--- config.mk ---
export PLATFORM = sky130hd
export DESIGN_NAME = unidade_controle_multiciclo
export DESIGN_NICKNAME = d
export VERILOG_FILES = /design/src/rtl/unidade_controle_multiciclo.sv
export SDC_FILE = /design/constraint.sdc
export NUM_CORES = 1
export LEC_CHECK = 0
export CAP_MARGIN = 20
export CORE_UTILIZATION = 34
export DETAILED_ROUTE_END_ITERATION = 6
export PLACE_DENSITY = 0.85
export SLEW_MARGIN = 20
export SYNTH_ARGS = -nofsm -noshare
export SYNTH_HDL_FRONTEND = slang
export SYNTH_SLANG_ARGS = --single-unit
--- constraint.sdc ---
create_clock -name clk -period 7.4 [get_ports clk]
set_clock_uncertainty 0.15 [all_clocks]
set_input_delay 1.11 -clock clk [delete_from_list [all_inputs] [get_ports clk]]
set_output_delay 1.11 -clock clk [all_outputs]
set_load 0.01 [all_outputs]
--- src/rtl/unidade_controle_multiciclo.sv ---
// Multicycle control unit for a small RV32 subset (lh, sh, sub, or, srl, andi, beq).
// Optional build macro CONTADOR_INSTR_EN adds the instr_concluidas retired-instruction counter.
module unidade_controle_multiciclo (
   input  logic        clk,
   input  logic        rst_n,
   input  logic [31:0] instrucao,
   input  logic        ula_zero,
   input  logic        mem_pronto,
   output logic [3:0]  operacao_ula,
   output logic [1:0]  sel_ula_a,
   output logic [1:0]  sel_ula_b,
   output logic        sel_pc,
   output logic        sel_endereco,
   output logic        sel_escrita_reg,
   output logic        pc_escreve,
   output logic        ir_escreve,
   output logic        reg_escreve,
   output logic        mem_le,
   output logic        mem_escreve,
   output logic [2:0]  estado,
   output logic        instr_invalida
`ifdef CONTADOR_INSTR_EN
   ,
   output logic [31:0] instr_concluidas
`endif
);

   typedef enum logic [2:0] {
      BUSCA      = 3'b000,
      DECODIFICA = 3'b001,
      EXECUTA    = 3'b010,
      MEMORIA    = 3'b011,
      ESCRITA    = 3'b100,
      ERRO       = 3'b101
   } estado_t;

   typedef enum logic [2:0] {
      I_LH, I_SH, I_SUB, I_OR, I_SRL, I_ANDI, I_BEQ, I_NONE
   } instr_t;

   localparam logic [3:0] OP_SOMA = 4'b0000;
   localparam logic [3:0] OP_SUB  = 4'b0001;
   localparam logic [3:0] OP_AND  = 4'b0010;
   localparam logic [3:0] OP_OR   = 4'b0011;
   localparam logic [3:0] OP_SRL  = 4'b0100;

   estado_t     estado_q, estado_d;
   instr_t      instr;
   logic [6:0]  opcode;
   logic [2:0]  f3;
   logic [6:0]  f7;
   logic        unused_campos;

   assign opcode        = instrucao[6:0];
   assign f3            = instrucao[14:12];
   assign f7            = instrucao[31:25];
   assign unused_campos = ^{instrucao[24:15], instrucao[11:7]};

   // IR is stable from DECODIFICA onward, so decoding it combinationally is safe.
   always_comb begin
      instr = I_NONE;
      case (opcode)
         7'b0000011: if (f3 == 3'b001) instr = I_LH;
         7'b0100011: if (f3 == 3'b001) instr = I_SH;
         7'b0010011: if (f3 == 3'b111) instr = I_ANDI;
         7'b1100011: if (f3 == 3'b000) instr = I_BEQ;
         7'b0110011: begin
            if      (f3 == 3'b000 && f7 == 7'b0100000) instr = I_SUB;
            else if (f3 == 3'b110 && f7 == 7'b0000000) instr = I_OR;
            else if (f3 == 3'b101 && f7 == 7'b0000000) instr = I_SRL;
         end
         default: instr = I_NONE;
      endcase
   end

   always_ff @(posedge clk or negedge rst_n) begin
      if (!rst_n) estado_q <= BUSCA;
      else        estado_q <= estado_d;
   end

   assign estado = estado_q;

   // Outputs are gated by rst_n so that reset clears them without waiting for a clock.
   always_comb begin
      estado_d        = estado_q;
      operacao_ula    = OP_SOMA;
      sel_ula_a       = 2'b00;
      sel_ula_b       = 2'b00;
      sel_pc          = 1'b0;
      sel_endereco    = 1'b0;
      sel_escrita_reg = 1'b0;
      pc_escreve      = 1'b0;
      ir_escreve      = 1'b0;
      reg_escreve     = 1'b0;
      mem_le          = 1'b0;
      mem_escreve     = 1'b0;
      instr_invalida  = 1'b0;
      if (rst_n) begin
         case (estado_q)
            BUSCA: begin
               mem_le    = 1'b1;
               sel_ula_b = 2'b01;
               if (mem_pronto) begin
                  ir_escreve = 1'b1;
                  pc_escreve = 1'b1;
                  estado_d   = DECODIFICA;
               end
            end
            DECODIFICA: begin
               sel_ula_a = 2'b10;
               sel_ula_b = 2'b10;
               estado_d  = (instr == I_NONE) ? ERRO : EXECUTA;
            end
            EXECUTA: begin
               sel_ula_a = 2'b01;
               case (instr)
                  I_LH, I_SH: begin
                     sel_ula_b = 2'b10;
                     estado_d  = MEMORIA;
                  end
                  I_SUB: begin operacao_ula = OP_SUB; estado_d = ESCRITA; end
                  I_OR:  begin operacao_ula = OP_OR;  estado_d = ESCRITA; end
                  I_SRL: begin operacao_ula = OP_SRL; estado_d = ESCRITA; end
                  I_ANDI: begin
                     sel_ula_b    = 2'b10;
                     operacao_ula = OP_AND;
                     estado_d     = ESCRITA;
                  end
                  I_BEQ: begin
                     operacao_ula = OP_SUB;
                     sel_pc       = 1'b1;
                     pc_escreve   = ula_zero;
                     estado_d     = BUSCA;
                  end
                  default: estado_d = ERRO;
               endcase
            end
            MEMORIA: begin
               sel_endereco = 1'b1;
               if (instr == I_LH) begin
                  mem_le = 1'b1;
                  if (mem_pronto) estado_d = ESCRITA;
               end else if (instr == I_SH) begin
                  mem_escreve = 1'b1;
                  if (mem_pronto) estado_d = BUSCA;
               end else begin
                  estado_d = ERRO;
               end
            end
            ESCRITA: begin
               reg_escreve     = 1'b1;
               sel_escrita_reg = (instr == I_LH);
               estado_d        = BUSCA;
            end
            ERRO: begin
               instr_invalida = 1'b1;
               estado_d       = ERRO;
            end
            default: estado_d = ERRO;
         endcase
      end
   end

`ifdef CONTADOR_INSTR_EN
   logic concluiu;
   // Only EXECUTA (beq), MEMORIA (sh) and ESCRITA can return to BUSCA.
   assign concluiu = (estado_d == BUSCA) && (estado_q != BUSCA) && (estado_q != ERRO);

   always_ff @(posedge clk or negedge rst_n) begin
      if (!rst_n)        instr_concluidas <= 32'd0;
      else if (concluiu) instr_concluidas <= instr_concluidas + 32'd1;
   end
`endif

endmodule

Word level (Yosys, flattened, before mapping). Cells that the tools add are included.

Register bits after elaboration: 3. Bits of input ports: 36. Output and inout port bits: 20.

Equal/unequal tests: 25. Muxes and demuxes: 48. Reductions and logical operators: 12.

Operators with widths (count): 2-to-1 mux 3 bit (12); case mux 3 bit (5 select lines) (2); == test 3 bit, second input constant (9); 2-to-1 mux 1 bit (23); == test 7 x 6 -> 1 bit, second input constant (3); == test 3 x 2 -> 1 bit, second input constant (4); case mux 3 bit (4 select lines) (1); 2-to-1 mux 2 bit (5); == test 3 x 1 -> 1 bit, second input constant (3); logical NOT 3 bit (3); case mux 3 bit (3 select lines) (1); == test 7 x 2 -> 1 bit, second input constant (1); == test 7 x 5 -> 1 bit, second input constant (1); == test 7 bit, second input constant (1); logical NOT 7 bit (1); != test 3 bit, second input constant (2); case mux 2 bit (3 select lines) (1); case mux 1 bit (2 select lines) (2); case mux 2 bit (2 select lines) (1); AND reduction 4 bit (1); OR reduction 2 bit (2); OR reduction 4 bit (1); logical AND 1 bit (3); OR reduction 3 bit (1); != test 2 bit, second input constant (1).

Depth between registers and ports, before layout.
Depth in word-level cells: 11. Depth in mapped cells: 6. Gate-level depth less buffers: 6.

Worst setup path before layout. Ideal clock, no wire load.

Path kind: input to output. From: input port instrucao[2]. To: output port pc_escreve. Data arrival time: 2.732 ns. Data required time: 6.140 ns. Slack: 3.408 ns. Stages: 6. Buffers on the path: 0. Cell sequence: and4bb_1 -> nand2b_2 -> o41ai_4 -> or3b_1 -> o22ai_1 -> and3_1.

Longest elaborated chain between the ends: 6. Elaborated cells on any way between the ends: 10.

RTL lines: from (decl) (RTL line 6) `input logic [31:0] instrucao,`; == test 7 x 6 -> 1 bit (tied with other cells) (RTL line 62) `case (opcode)`; case mux 3 bit (5 select lines) (*) (RTL line 62); == test 3 bit (*) (RTL line 116) `case (instr)`; 2-to-1 mux 1 bit (*) (RTL line 116); case mux 1 bit (2 select lines) (*) (RTL line 99) `case (estado_q)`; 2-to-1 mux 1 bit (*) (RTL line 98) `if (rst_n) begin`; to (decl) (RTL line 15) `output logic pc_escreve,`.

Every way passes the cells marked *; elsewhere a longest branch is shown, timed or not.

Worst setup path after layout.
From: input port instrucao[4]. To: output port pc_escreve.

Same word-level chain as after synthesis.

==> impl_metrics.toml <==
[worst_setup_path]
worstSetupPathDepth = 8
slowest_stage = "clkdlybuf4s50_1"
r2r_cells = 5
cp.required_ns = 6.14
critical_path_class = "in -> out"
max_stage_delay_ns = 0.55
crit_path_frequent_cell = "clkdlybuf4s50_1"
arrival_ns = 3.86
cp-start-kind = "input pin"
crit_path_max_fanout = 10
cp.buffers_inverters = 2
path_cells = "clkdlybuf4s50_1 -> and4bb_2 -> nand2_2 -> o41ai_4 -> or3b_1 -> o22ai_1 -> and3_1 -> clkdlybuf4s50_1"
cp-end-kind = "output port"
path_delay_family = "buffers and inverters"

[die]
fp.coreArea_mm2 = 0.00175
die_area_mm2 = 0.00206
die_x_um = 45.4
start_util = 0.366
die_h_um = 45.4
rows = 15
pin_count = 56

[global_routing]
grt_pass1_vias = 764
grt_use_met2 = 0.403
grt_first_pass_wirelength_mm = 3.06
gr-usage-met3 = 0.0120
grt_use_total = 0.200
grt.overflow.total = 0
antenna_found_initial = 0
grt_max_degree = 16
use_met1 = 0.218
globalRoute.busiestLayer = "met2"

[sta]
setup_violations = 0
worst_pin_slew_ns = 0.544
period_needed_ns = 5.12
rsz0062_at_grt = "no"
slew_violations = 0
slew_headroom = 0.636
finalSetupTns_ns = 0
clock.fmax_mhz = 195
hold_viol = 0
layout_setup_ws_ns = 2.28
fin_crit_sh = 0.692

[job]
drv_cap = 0

[routing]
drtIter0Drc = 18
ant_nets = 0
dr.pass1.iters = 4
remaining_drc_errors = 0
dr_total_vias = 853
vias_per_cell = 5.61
wl_per_cell_um = 12.2
finalWirelength_mm = 1.86

[cts]
clk_pin_slew_worst_paths_ns = 0.04
htreeDepth = 1
cts_resized = 0
clk_latency_ns = 0.23
cts_sinks = 3
clockBufferDepth = 2
cts_hold_buf = 0
root_buffer = "clkbuf_4"
cts_setup_buffers = 0
cts_tree = "done"
cts_made_buffers = 3

[logic_synthesis]
synth.top_cells.by_count = "nand2_1, and3_1, nor2_1, nor3_1"
ys_types = 42
synth_top_area_frac = 0.117
async_flop_share = 1.00
yosysSeqAreaShare = 0.117
synth_nets = 125
synthTopCellsByArea = "dfrtp_1, and3_1, o41ai_4, nand2_1, nor3_1"
yosys_most_used_dff = "dfrtp_1"
syn_inst = 89
postSynthAreaPerCell_um2 = 7.18
synth.largest_area_cell = "dfrtp_1"
ys_ff_latch = 3
synth_edf_count = 0
syn_area_um2 = 639
post-synth-top-count-cell = "nand2_1"
yosys_warnings = 0

[pwr]
seq_power_share = 0.261
p_int_uw = 67.7
p_clk_frac = 0.274
p_leak_nw = 0.407
p_sw_uw = 35.9
power_uw = 104
switching_share = 0.346
ir_drop_v = 0.0000692
p_comb_frac = 0.465
power.density_mw_per_mm2 = 97.2

[placed_design]
place_area_mm2 = 0.00104
gp_congestion = 0.842
pre_cts_slack_ns = 2.27
portBuffers = 39
hpwlAfterDp_mm = 1.51

[finish]
antenna_cells = 0
drive_gt1_frac = 0.0787
area_growth_pct = 66.5
largest_reg_flops = 3
fin_area_mm2 = 0.00106
n_fill_cell = 173
nNetsFinal = 164

[worst_hold_path]
min_path_type = "reg -> reg"
min_path_cells = 2

[outcome]
status = "finished, final reports clean"
area by class of cell:
class,count,area [µm²],share of cell area
Timing Repair Buffer,39,390,0.367
Inverter,4,15.0,0.0141
Tap cell,25,31.3,0.0294
Sequential cell,3,75.1,0.0705
Clock buffer,4,26.3,0.0247
Multi-Input combinational cell,77,527,0.495
kinds of logic (layout without fill, tap and decap cells):
kind of cell / after synthesis / in the layout / synth area share
mux: 1 / 1 / 0.0157
flops: 3 / 3 / 0.117
other cells: 1 / 1 / 0.00587
simple gates: 51 / 51 / 0.513
compound gates: 23 / 23 / 0.276
buf+inv: 9 / 47 / 0.0587
xor+xnor: 1 / 1 / 0.0137
layout by cell type (no fill, tap or decap), drive strengths merged, types with 2 or more instances in the layout:
cell,instances
nor2b,3
nor4,2
nor3b,3
or3b,2
nor3,5
inv,4
and3,6
o21ai,5
and4bb,2
nand4,2
a31oi,3
a21oi,3
clkbuf,4
nand3,4
a21o,2
o211ai,2
nand2,8
dfrtp,3
nor2,6
clkdlybuf4s50,39
o22ai,2
worst register-to-register path: cells and delay by family, from the launching register on:
kind / cells / cell delay (ns)
compound gates: 4 / 0.52
flops: 1 / 0.60
buf+inv: 1 / 0.17
worst paths after layout:
kind / startpoint / end / slack, ns
setup / recovery: instrucao[4] / pc_escreve / 2.28
hold / removal: estado[0]$_DFFE_PN0P_ / estado[2]$_DFFE_PN0P_ / 0.60
setup reg to reg: estado[1]$_DFFE_PN0P_ / estado[0]$_DFFE_PN0P_ / 5.88
hold reg to reg: estado[0]$_DFFE_PN0P_ / estado[2]$_DFFE_PN0P_ / 0.60
max in group asynchronous: rst_n / estado[0]$_DFFE_PN0P_ / 5.75
min in group asynchronous: rst_n / estado[2]$_DFFE_PN0P_ / 1.05
power groups by stage:
stage | Clock, mW | Combinational [mW] | Sequential [mW]
finish | 0.0284 | 0.0481 | 0.0270
global placement | 0 | 0.0465 | 0.0265
global route | 0.0302 | 0.0527 | 0.0278
CTS | 0.0287 | 0.0484 | 0.0268
floorplan | 0 | 0.0255 | 0.0222
detailed placement | 0 | 0.0482 | 0.0269
per-layer routing:
metal / vias to the layer above / share of wire
li1: 413 / -
met1: 400 / 0.39
met2: 38 / 0.55
met3: 2 / 0.056
met4: 0 / 0.0065
met5: - / 0
through the flow:
step	util	hold slack (ns)	std cells
3_3_place_gp	0.595	0.582	148
6_report	0.610	0.605	152
5_1_grt	0.610	0.650	152
2_1_floorplan	-	0.501	89
4_1_cts	0.610	0.595	152
3_5_place_dp	0.595	0.590	148
No activity file was read; power rests on OpenSTA's default activity.
